$ cat config.mk
export PLATFORM = sky130hd
export DESIGN_NAME = alarm_ctrl_flat
export DESIGN_NICKNAME = d
export VERILOG_FILES = /design/src/rtl/alarm_ctrl_if.sv /design/src/rtl/alarm_ctrl.sv /design/src/flat_wrapper.sv
export SDC_FILE = /design/constraint.sdc
export NUM_CORES = 1
export LEC_CHECK = 0
export CAP_MARGIN = 20
export CORE_UTILIZATION = 32
export CTS_BUF_LIST = sky130_fd_sc_hd__clkbuf_16
export DETAILED_ROUTE_END_ITERATION = 16
export PLACE_DENSITY = 0.86
export SLEW_MARGIN = 20
export SYNTH_ARGS = -nofsm -noshare
export SYNTH_HDL_FRONTEND = slang
export SYNTH_SLANG_ARGS = --single-unit
$ cat constraint.sdc
create_clock -name clk -period 1.5 [get_ports clk]
set_clock_uncertainty 0.1 [all_clocks]
set_input_delay 0.3 -clock clk [delete_from_list [all_inputs] [get_ports clk]]
set_output_delay 0.3 -clock clk [all_outputs]
set_load 0.01 [all_outputs]
$ cat src/rtl/alarm_ctrl_if.sv
// Alarm controller bus: time/alarm words, tick pulses, buttons in; buzzer and status out.
interface alarm_ctrl_if;
  logic [15:0] timeData;
  logic [15:0] alarmData;
  logic        halfSecond;
  logic        oneMinute;
  logic        alarmEnable;
  logic        snoozeBtn;
  logic        stopBtn;
  logic        buzzer;
  logic        ringing;
  logic        snoozing;
  logic [3:0]  snoozeNum;

  modport master (
    output timeData, alarmData, halfSecond, oneMinute, alarmEnable, snoozeBtn, stopBtn,
    input  buzzer, ringing, snoozing, snoozeNum
  );

  modport slave (
    input  timeData, alarmData, halfSecond, oneMinute, alarmEnable, snoozeBtn, stopBtn,
    output buzzer, ringing, snoozing, snoozeNum
  );
endinterface

$ cat src/rtl/alarm_ctrl.sv
// Alarm clock controller: arm, ring with auto give-up, stop, and optional snooze.
// Snooze support is compiled in only when ALARM_SNOOZE_EN is defined.
module alarm_ctrl #(
  parameter int unsigned RING_MIN   = 5,
  parameter int unsigned SNOOZE_MIN = 9,
  parameter int unsigned MAX_SNOOZE = 3
) (
  input  logic        clk,
  input  logic        rst_n,
  alarm_ctrl_if.slave bus
);

  localparam int unsigned RING_W = $clog2(RING_MIN + 1);
  localparam logic [RING_W-1:0] RING_LAST = RING_W'(RING_MIN - 1);
  localparam logic [RING_W-1:0] RING_TOP  = RING_W'(RING_MIN);

  typedef enum logic [2:0] {OFF, ARMED, RINGING, SNOOZE, DONE} state_t;

  state_t              state_q, state_d;
  logic                buzzer_q, buzzer_d;
  logic [RING_W-1:0]   ring_cnt_q, ring_cnt_d;
  logic                stop_q;
  logic                stop_edge;
  logic                match;

`ifdef ALARM_SNOOZE_EN
  localparam int unsigned SNZ_W = $clog2(SNOOZE_MIN + 1);
  localparam logic [SNZ_W-1:0] SNZ_LOAD = SNZ_W'(SNOOZE_MIN);
  localparam logic [3:0]       SNUM_MAX = 4'(MAX_SNOOZE);

  logic                snz_q;
  logic                snz_edge;
  logic [SNZ_W-1:0]    snz_cnt_q, snz_cnt_d;
  logic [3:0]          snum_q, snum_d;

  assign snz_edge     = bus.snoozeBtn & ~snz_q;
  assign bus.snoozing = (state_q == SNOOZE);
  assign bus.snoozeNum = snum_q;
`else
  logic unused_snooze;
  assign unused_snooze = bus.snoozeBtn;
  assign bus.snoozing  = 1'b0;
  assign bus.snoozeNum = '0;
`endif

  assign match       = (bus.timeData == bus.alarmData);
  assign stop_edge   = bus.stopBtn & ~stop_q;
  assign bus.ringing = (state_q == RINGING);
  assign bus.buzzer  = buzzer_q;

  always_comb begin
    state_d    = state_q;
    buzzer_d   = buzzer_q;
    ring_cnt_d = ring_cnt_q;
`ifdef ALARM_SNOOZE_EN
    snz_cnt_d  = snz_cnt_q;
    snum_d     = snum_q;
`endif
    if (!bus.alarmEnable) begin
      state_d  = OFF;
      buzzer_d = 1'b0;
    end else begin
      case (state_q)
        OFF: state_d = DONE;
        ARMED: begin
          if (match) begin
            state_d    = RINGING;
            ring_cnt_d = '0;
            buzzer_d   = 1'b1;
`ifdef ALARM_SNOOZE_EN
            snum_d     = '0;
`endif
          end
        end
        RINGING: begin
          // Exits take priority over tick activity; stop beats snooze.
          if (stop_edge) begin
            state_d  = DONE;
            buzzer_d = 1'b0;
          end else if (bus.oneMinute && ring_cnt_q >= RING_LAST) begin
            state_d    = DONE;
            buzzer_d   = 1'b0;
            ring_cnt_d = RING_TOP;
          end
`ifdef ALARM_SNOOZE_EN
          else if (snz_edge && snum_q < SNUM_MAX) begin
            state_d   = SNOOZE;
            buzzer_d  = 1'b0;
            snum_d    = snum_q + 4'd1;
            snz_cnt_d = SNZ_LOAD;
          end
`endif
          else begin
            if (bus.halfSecond) buzzer_d = ~buzzer_q;
            if (bus.oneMinute && ring_cnt_q < RING_TOP) ring_cnt_d = ring_cnt_q + RING_W'(1);
          end
        end
`ifdef ALARM_SNOOZE_EN
        SNOOZE: begin
          if (stop_edge) begin
            state_d = DONE;
          end else if (bus.oneMinute) begin
            if (snz_cnt_q <= SNZ_W'(1)) begin
              state_d    = RINGING;
              snz_cnt_d  = '0;
              ring_cnt_d = '0;
              buzzer_d   = 1'b1;
            end else begin
              snz_cnt_d = snz_cnt_q - SNZ_W'(1);
            end
          end
        end
`endif
        DONE: if (!match) state_d = ARMED;
        default: begin
          state_d  = OFF;
          buzzer_d = 1'b0;
        end
      endcase
    end
  end

  always_ff @(posedge clk or negedge rst_n) begin
    if (!rst_n) begin
      state_q    <= OFF;
      buzzer_q   <= 1'b0;
      ring_cnt_q <= '0;
      stop_q     <= 1'b0;
`ifdef ALARM_SNOOZE_EN
      snz_q      <= 1'b0;
      snz_cnt_q  <= '0;
      snum_q     <= '0;
`endif
    end else begin
      state_q    <= state_d;
      buzzer_q   <= buzzer_d;
      ring_cnt_q <= ring_cnt_d;
      stop_q     <= bus.stopBtn;
`ifdef ALARM_SNOOZE_EN
      snz_q      <= bus.snoozeBtn;
      snz_cnt_q  <= snz_cnt_d;
      snum_q     <= snum_d;
`endif
    end
  end

endmodule

$ cat src/flat_wrapper.sv
// flat-port wrapper written by rule: the top's interface ports become plain ports
module alarm_ctrl_flat 
#(
  parameter int unsigned RING_MIN   = 5,
  parameter int unsigned SNOOZE_MIN = 9,
  parameter int unsigned MAX_SNOOZE = 3
)
  (clk, rst_n, bus_timeData, bus_alarmData, bus_halfSecond, bus_oneMinute, bus_alarmEnable, bus_snoozeBtn, bus_stopBtn, bus_buzzer, bus_ringing, bus_snoozing, bus_snoozeNum);
  alarm_ctrl_if bus_i ();
  input  logic clk;
  input  logic rst_n;
  input wire logic [$bits(bus_i.timeData)-1:0] bus_timeData;
  input wire logic [$bits(bus_i.alarmData)-1:0] bus_alarmData;
  input wire logic [$bits(bus_i.halfSecond)-1:0] bus_halfSecond;
  input wire logic [$bits(bus_i.oneMinute)-1:0] bus_oneMinute;
  input wire logic [$bits(bus_i.alarmEnable)-1:0] bus_alarmEnable;
  input wire logic [$bits(bus_i.snoozeBtn)-1:0] bus_snoozeBtn;
  input wire logic [$bits(bus_i.stopBtn)-1:0] bus_stopBtn;
  output wire logic [$bits(bus_i.buzzer)-1:0] bus_buzzer;
  output wire logic [$bits(bus_i.ringing)-1:0] bus_ringing;
  output wire logic [$bits(bus_i.snoozing)-1:0] bus_snoozing;
  output wire logic [$bits(bus_i.snoozeNum)-1:0] bus_snoozeNum;
  assign bus_i.timeData = bus_timeData;
  assign bus_i.alarmData = bus_alarmData;
  assign bus_i.halfSecond = bus_halfSecond;
  assign bus_i.oneMinute = bus_oneMinute;
  assign bus_i.alarmEnable = bus_alarmEnable;
  assign bus_i.snoozeBtn = bus_snoozeBtn;
  assign bus_i.stopBtn = bus_stopBtn;
  assign bus_buzzer = bus_i.buzzer;
  assign bus_ringing = bus_i.ringing;
  assign bus_snoozing = bus_i.snoozing;
  assign bus_snoozeNum = bus_i.snoozeNum;
  alarm_ctrl #(.RING_MIN(RING_MIN), .SNOOZE_MIN(SNOOZE_MIN), .MAX_SNOOZE(MAX_SNOOZE)) u_core (.clk(clk), .rst_n(rst_n), .bus(bus_i));
endmodule
==> flow_summary.toml, run 1 <==
[pwr]
internal_power_w = 0.000762
swShare_pct = 22.6
peakVddDrop_uv = 588
p_per_area_mw_per_mm2 = 767
leakage_nw = 0.616
seqPwrFrac_pct = 24.8
combPwrFrac_pct = 30.3
p_sw_w = 0.000222
p_clk_share_pct = 44.9

[global_route]
grt.total_usage_pct = 16.0
grt_pass1_vias = 710
grt_pass1_wl_mm = 2.86
grt_antenna_before_repair = 0
grt_max_degree = 9
grt.overflow.total = 0

[finish]
drive_gt1_share_pct = 24.0
nNetsFinal = 163
area_growth_pct = 84.2
final_area_mm2 = 0.00128
fin_util_pct = 64.1
insertedDiodeCount = 0
fillers = 171

[sta]
hold_viol = 0
finalSetupViolations = 6
hold_ws_ns = 0.259
rsz0062_at_grt = "yes"
tns_ns = -0.322
fmax_mhz = 626
setup_ws_ns = -0.0975
finalCriticalPeriod_ns = 1.60
period_share_pct = 106
drv_slew = 0

[placement]
postPlaceCellArea_mm2 = 0.00115
place.gp.congestion = 0.763
pre_cts_ws_ns = -0.479
dp_hpwl_mm = 1.37
port_buffers = 39

[clocking]
cts_buffer_depth = 2
cts_made_buffers = 3
cts.htree.levels = 1
path_clk_slew_ns = 0.04
cts_hold_buf = 0
clock_latency_ns = 0.23
cts_tree = "built"
clock-root-buffer = "clkbuf_16"
clkSinkCount = 8

[synth]
synth_common_cells = "xnor2_1, dfrtp_1, a21oi_1, buf_4, nand4_1"
mappedNetlistArea_um2 = 697
yosysMostFrequentCell = "xnor2_1"
synthFlopType = "dfrtp_1"
synth_edf_count = 0
syn_area_per_cell_um2 = 10.4
synth_top_area_cell = "dfrtp_1"
synthCells = 67
synth_area_leaders = "dfrtp_1, xnor2_1, buf_4"
ys_seq_area_share_pct = 28.7
synth_warnings = 0
netlist.area_leader.share_pct = 28.7
yosysUniqueCellTypes = 27
synth.ff_latch_count = 8
async_flop_share_pct = 100

[route]
wl_met2_um = 910
dr.pass1.iters = 2
ant_nets = 0
avgViaCountPerCell = 4.57
top_layer_used = "met4"
route.detailed.drc = 0
wl_per_cell_um = 11.7
dr_total_vias = 676
wirelength_mm = 1.73
met1_length_um = 643
wl_met3_um = 154
drt_iter0_markers = 1

[worst_setup_path]
end_kind = "flop"
cp.arrival_ns = 1.61
worstPathRequired_ns = 1.51
critPathMaxStageDelay_ns = 0.38
cp-start-kind = "flop"
cpMaxStageDelayCell = "dfrtp_1"
crit_chain = "buf_4, nand4bb_4, a211oi_4, a21oi_2, o221a_1"
path_class = "flop to flop"
cp_max_fo = 5

[floorplanning]
die_x_um = 48.7
rows = 16
die-area_mm2 = 0.00237
initial_utilization_pct = 34.8
pin_count = 46
core_area_mm2 = 0.00200
die_y_um = 48.7

[flow_run]
cap_violations = 0

[status]
outcome = "finished, violations left"
violations = "negative setup slack"

[worst_hold_path]
worstHoldPathType = "primary input to async pin"
[metrics by stage]
| step | power [W] | cells |
|---|---|---|
| after global routing | 0.00104 | 148 |
| final | 0.000984 | 148 |
| after floorplan | 0.000379 | 71 |
| after CTS | 0.000979 | 147 |
| after global placement | 0.000516 | 140 |
| after detailed placement | 0.000521 | 140 |
[power groups by stage]
stage | logic (W) | registers [W] | clock network [W]
after detailed placement | 0.000275 | 0.000246 | 0
after global placement | 0.000272 | 0.000244 | 0
after floorplan | 0.000130 | 0.000249 | 0
after global routing | 0.000322 | 0.000246 | 0.000472
after CTS | 0.000285 | 0.000244 | 0.000451
final | 0.000299 | 0.000244 | 0.000442
[state kept, by name (all words and copies together) (netlist names)]
register           cells
u_core.bus.buzzer      1
u_core.ring_cnt_q      3
u_core.state_q         3
u_core.stop_q          1
[worst max-delay path, delay by kind of cell, from the launching register on]
kind / cells / cell delay, ns
AND/OR/NAND/NOR: 1 / 0.23
flip-flops: 1 / 0.38
AO/OA/AOI/OAI: 3 / 0.62
buffers and inverters: 1 / 0.15
[cells by family after synthesis]
group	count (synthesis)	synth area share (%)
AOI/OAI and AO/OA	12	13.5
and+or+nand+nor	18	23.2
adders and majority gates	1	1.80
DFF	8	28.7
muxes	2	2.87
xor gates and xnor gates	17	21.4
other	1	0.538
buffers and inverters	8	8.08
[timing repair]
| action | 4_1_cts | 5_1_grt |
|---|---|---|
| pin swaps | 18 | 8 |
| gates resized for setup | 32 | 9 |
| buffers inserted | 5 | 2 |
| endpoints found under the setup margin | 9 | 8 |
| endpoints found under the hold margin | 0 | 0 |
[placed cells by master, fill, tap and decap left out, types with 2 or more instances in the layout]
master,Yosys,routed
a21oi_1,6,4
a21oi_2,0,2
buf_4,5,13
clkbuf_16,0,3
clkdlybuf4s50_1,0,9
conb_1,1,5
dfrtp_1,8,8
dlygate4sd2_1,0,24
dlymetal6s2s_1,0,5
inv_1,2,2
mux2i_1,2,2
nand2b_1,3,3
nand4_1,4,4
nor3_1,2,2
nor3b_4,1,2
xnor2_1,17,17
[metal layers]
| layer | vias up | track usage [%] |
|---|---|---|
| li1 | 333 | - |
| met1 | 298 | 16.7 |
| met2 | 43 | 29.2 |
| met3 | 2 | 4.40 |
| met4 | 0 | 7.84 |
| met5 | - | 0 |
[final timing paths]
kind | start | endpoint | depth (start not counted) | slack [ns]
setup / recovery | u_core.state_q[0] | u_core.bus.buzzer | 5 | -0.1
hold / removal | rst_n | u_core.ring_cnt_q[0] | 1 | 0.26
setup reg to reg | u_core.state_q[0] | u_core.bus.buzzer | 5 | -0.1
hold reg to reg | u_core.ring_cnt_q[0] | u_core.ring_cnt_q[0] | 2 | 0.48
max in group asynchronous | rst_n | u_core.ring_cnt_q[2] | 1 | 0.77
min in group clk | bus_stopBtn | u_core.stop_q | 1 | 0.46
[layout make-up]
cell class | instances | area (µm²) | area share, %
multi-input cells | 55 | 490 | 38.2
clock buffers | 3 | 75.1 | 5.85
well taps | 27 | 33.8 | 2.63
flip-flops and latches | 8 | 200 | 15.6
inverters | 2 | 7.51 | 0.585
repair buffers | 53 | 477 | 37.1
Note: power is estimated with default switching activity, not from simulation.
==> inputs of run 2 (changes only) <==
==> constraint.sdc (replaced) <==
create_clock -name clk -period 1.5 [get_ports clk]
set_clock_uncertainty 0.1 [all_clocks]
set_input_delay 0.3 -clock clk [delete_from_list [all_inputs] [get_ports clk]]
set_output_delay 0.3 -clock clk [all_outputs]
set_load 0.005 [all_outputs]
==> flow_summary.toml, run 2 (synthesized netlist as in run 1, its figures left out) <==
[status]
outcome = "finished, violations left"
violations = "negative setup slack"

[clocking]
cts_tree = "built"
clkSinkCount = 8
path_clk_slew_ns = 0.04
cts.htree.levels = 1
cts_hold_buf = 0
cts_made_buffers = 3
clock-root-buffer = "clkbuf_16"
clock_latency_ns = 0.23
cts_buffer_depth = 2

[finish]
insertedDiodeCount = 0
area_growth_pct = 91.0
final_area_mm2 = 0.00133
fin_util_pct = 66.5
fillers = 163
reg.largest.list = "u_core.ring_cnt_q: 3 flops, u_core.state_q: 3 flops"
final_common_cell = "dlygate4sd2_1"
drive_gt1_share_pct = 27.8
nNetsFinal = 168
layout_common_cells = "dlygate4sd2_1, xnor2_1, buf_4, clkdlybuf4s50_1, dfrtp_1"

[global_route]
grt_pass1_wl_mm = 2.61
grt_max_degree = 9
grt_pass1_vias = 659
busiest_layer = "met2"
use_met1_pct = 16.5
grt.overflow.total = 0
met2_usage_pct = 24.3
globalRouteMet3Util_pct = 5.03
grt.total_usage_pct = 14.6
grt_antenna_before_repair = 0

[floorplanning]
die_x_um = 48.7
die-area_mm2 = 0.00237
pin_count = 46
initial_utilization_pct = 34.8
rows = 16
core_area_mm2 = 0.00200
die_y_um = 48.7

[sta]
drv_slew = 0
period_share_pct = 108
fmax_mhz = 617
rsz0062_at_grt = "yes"
hold_viol = 0
hold_ws_ns = 0.246
finalSetupViolations = 4
tns_ns = -0.318
setup_ws_ns = -0.120
finalCriticalPeriod_ns = 1.62

[worst_hold_path]
worstHoldPathType = "primary input to async pin"

[worst_setup_path]
end_kind = "flop"
crit_chain = "buf_6, nand4bb_4, a211oi_4, a21oi_1, o221a_1"
worstPathRequired_ns = 1.51
r2r-end = "u_core.bus.buzzer"
critPathMaxStageDelay_ns = 0.39
r2r.worst_path.cells = 5
cp-start-kind = "flop"
path_class = "flop to flop"
cpMaxStageDelayCell = "dfrtp_1"
r2r_setup_slack_ns = -0.12
cp_max_fo = 4
cp.arrival_ns = 1.63
r2r-start = "u_core.state_q[2]"

[flow_run]
cap_violations = 0

[route]
dr.pass1.iters = 4
avgViaCountPerCell = 4.58
wirelength_mm = 1.67
dr_total_vias = 700
route.detailed.drc = 0
drt_iter0_markers = 18
ant_nets = 0
wl_per_cell_um = 10.9

[placement]
pre_cts_ws_ns = -0.343
place.gp.congestion = 0.750
port_buffers = 39
dp_hpwl_mm = 1.30
postPlaceCellArea_mm2 = 0.00117

[pwr]
p_per_area_mw_per_mm2 = 757
peakVddDrop_uv = 418
leakage_nw = 0.610
==> run 2: worst max-delay path, delay by kind of cell (launching register included) <==
| family | cells | cell delay, ns |
|---|---|---|
| AOI/OAI and AO/OA | 3 | 0.65 |
| buffers and inverters | 1 | 0.13 |
| DFF | 1 | 0.39 |
| and+or+nand+nor | 1 | 0.22 |
==> run 2: what timing repair did <==
action	CTS	global route
resized for setup	33	6
pin swaps	18	2
endpoints found under the setup margin	9	9
endpoints found under the hold margin	0	0
setup buffers	4	4
==> run 2: area by class of cell <==
class	count	area [µm²]	area share, %
clock buffers	3	75.1	5.64
multi-input cells	55	498	37.4
flip-flops and latches	8	200	15.0
repair buffers	58	517	38.8
inverters	2	7.51	0.564
well taps	27	33.8	2.54
==> run 2: how the worst max path moves through the flow <==
stage,start,endpoint,slack [ns]
finish,u_core.state_q[2],u_core.bus.buzzer,-0.12
global route,u_core.state_q[2],u_core.bus.buzzer,-0.19
CTS,u_core.state_q[0],u_core.bus.buzzer,-0.12
detailed placement,bus_timeData[6],u_core.bus.buzzer,-0.34
global placement,bus_alarmEnable,u_core.bus.buzzer,-0.33
floorplan,u_core.state_q[2],u_core.bus.buzzer,0.05
==> run 2: metrics by stage <==
step	total power, W	std cells
after floorplan	0.000375	71
after global placement	0.000519	142
after detailed placement	0.000525	142
after CTS	0.000984	149
after global routing	0.00105	153
final	0.00101	153
==> run 2: power by group <==
group | switching (W) | internal (W) | total (W)
Clock | 0.0000981 | 0.000343 | 0.000441
Sequential | 0.0000108 | 0.000233 | 0.000243
Combinational | 0.000112 | 0.000212 | 0.000324
==> run 2: routing by layer <==
| layer | wire length, µm | vias up | part of all wire [%] |
|---|---|---|---|
| li1 | - | 345 | - |
| met1 | 651 | 308 | 39 |
| met2 | 820 | 43 | 49 |
| met3 | 170 | 4 | 10 |
| met4 | 31 | 0 | 1.9 |
| met5 | 0 | - | 0 |
==> inputs of run 3 (changes only) <==
--- a/config.mk
+++ b/config.mk
@@ -6,10 +6,12 @@
 export NUM_CORES = 1
 export LEC_CHECK = 0
 export CAP_MARGIN = 20
-export CORE_UTILIZATION = 32
+export CELL_PAD_IN_SITES_DETAIL_PLACEMENT = 2
+export CELL_PAD_IN_SITES_GLOBAL_PLACEMENT = 2
+export CORE_UTILIZATION = 17
 export CTS_BUF_LIST = sky130_fd_sc_hd__clkbuf_16
 export DETAILED_ROUTE_END_ITERATION = 16
-export PLACE_DENSITY = 0.86
+export PLACE_DENSITY = 0.83
 export SLEW_MARGIN = 20
 export SYNTH_ARGS = -nofsm -noshare
 export SYNTH_HDL_FRONTEND = slang
==> flow_summary.toml, run 3 (synthesized netlist as in run 1, its figures left out) <==
[status]
outcome = "finished, violations left"
violations = "negative setup slack"

[sta]
setup_ws_ns = -0.164
fmax_mhz = 601
tns_ns = -0.591
finalCriticalPeriod_ns = 1.66
drv_slew = 0
period_share_pct = 111
finalSetupViolations = 5
rsz0062_at_grt = "yes"
hold_viol = 0

[route]
wl_per_cell_um = 14.4
ant_nets = 0
dr.pass1.iters = 2
drt_iter0_markers = 3
wirelength_mm = 2.47
dr_total_vias = 717
avgViaCountPerCell = 4.17
route.detailed.drc = 0

[clocking]
cts_buffer_depth = 2
clock_latency_ns = 0.23
path_clk_slew_ns = 0.04
clkSinkCount = 8
cts_hold_buf = 0
cts.htree.levels = 1
cts_tree = "built"
cts_made_buffers = 3
clock-root-buffer = "clkbuf_16"

[worst_hold_path]
worstHoldPathType = "primary input to async pin"

[global_route]
grt_pass1_vias = 890
grt.overflow.total = 0
grt.total_usage_pct = 12.7
grt_max_degree = 9
grt_pass1_wl_mm = 3.88
grt_antenna_before_repair = 0

[pwr]
p_clk_share_pct = 45.2
peakVddDrop_uv = 284
finalPower_w = 0.00100
seqPwrFrac_pct = 24.3
p_per_area_mw_per_mm2 = 738
p_sw_w = 0.000238
leakage_nw = 0.630
swShare_pct = 23.8
combPwrFrac_pct = 30.6
internal_power_w = 0.000763

[finish]
nNetsFinal = 166
area_growth_pct = 94.8
multi_input_area_um2 = 498
reg.largest.list = "u_core.ring_cnt_q: 3 flops, u_core.state_q: 3 flops"
final_common_cell = "xnor2_1"
register_area_um2 = 200
drive_gt1_share_pct = 29.0
layout_common_cells = "xnor2_1, buf_4, dlygate4sd2_1, clkdlybuf4s15_1, dfrtp_1"
final_area_mm2 = 0.00136
insertedDiodeCount = 0
fillers = 421
fin_util_pct = 35.7

[placement]
place.gp.congestion = 0.834
dp_hpwl_mm = 1.89
port_buffers = 39
postPlaceCellArea_mm2 = 0.00120

[worst_setup_path]
r2r-end = "u_core.bus.buzzer"
r2r-start = "u_core.state_q[2]"
r2r.worst_path.cells = 6
cpMaxStageDelayCell = "dfrtp_1"
end_kind = "flop"
crit_family = "compound AO/OA/AOI/OAI gates"
cp.arrival_ns = 1.73
worstPathRequired_ns = 1.57
cp_max_fo = 4
critPathMaxStageDelay_ns = 0.38
cp.buffers_inverters = 2
path_class = "flop to flop"
r2r_setup_slack_ns = -0.16
cp-start-kind = "flop"
crit_chain = "buf_6, nand4bb_4, a211oi_4, buf_4, a21o_1, o221a_1"

[floorplanning]
pin_count = 46
core_area_mm2 = 0.00380
initial_utilization_pct = 18.3
die-area_mm2 = 0.00436
die_x_um = 66.0
rows = 22
die_y_um = 66.0

[flow_run]
cap_violations = 0
==> run 3: cell count changes in the layout (fill, tap and decap cells not counted), sizes merged <==
cell           delta
clkdlybuf4s15    +14
clkdlybuf4s50    -10
dlygate4sd2       -9
dlymetal6s2s      +4
buf               -2
clkbuf            +1
==> run 3: how the worst max path moves through the flow <==
stage / from / to / slack, ns / cells past startpoint
floorplan: u_core.state_q[2] / u_core.bus.buzzer / 0.05 / 5
global placement: bus_alarmData[0] / u_core.state_q[2] / -0.37 / 6
detailed placement: bus_alarmData[0] / u_core.state_q[2] / -0.41 / 6
CTS: u_core.state_q[2] / u_core.bus.buzzer / -0.18 / 6
global route: u_core.state_q[2] / u_core.bus.buzzer / -0.23 / 6
finish: u_core.state_q[2] / u_core.bus.buzzer / -0.16 / 6
==> run 3: timing repair <==
| action | CTS | global route |
|---|---|---|
| resized for setup | 41 | 26 |
| endpoints found under the setup margin | 9 | 8 |
| setup buffers | 5 | 1 |
| pin swaps | 20 | 19 |
==> run 3: power groups by stage <==
stage | clock network [W] | logic, W | registers [W]
2_1_floorplan | 0 | 0.000127 | 0.000247
3_3_place_gp | 0 | 0.000276 | 0.000244
3_5_place_dp | 0 | 0.000291 | 0.000246
4_1_cts | 0.000457 | 0.000288 | 0.000244
5_1_grt | 0.000478 | 0.000333 | 0.000245
6_report | 0.000452 | 0.000306 | 0.000243
==> run 3: cell type report <==
cell class                 instances  area share [%]
multi-input combinational         55            36.7
timing repair buffer              56            38.1
clock buffer                       3            5.53
inverter                           2           0.553
sequential                         8            14.7
tap                               48            4.42
==> run 3: through the flow <==
| stage | setup slack [ns] | std cells | hold slack [ns] |
|---|---|---|---|
| 2_1_floorplan | 0.0485 | 71 | -0.0956 |
| 3_3_place_gp | -0.369 | 164 | 0.450 |
| 3_5_place_dp | -0.409 | 164 | 0.477 |
| 4_1_cts | -0.182 | 171 | 0.269 |
| 5_1_grt | -0.234 | 172 | 0.278 |
| 6_report | -0.164 | 172 | 0.263 |
==> run 3: routing by layer <==
layer  part of all wire, %  GRT usage [%]
met1                    35           11.8
met5                     0              0
met3                   7.2           4.14
met2                    54           24.2
met4                   3.3           6.65
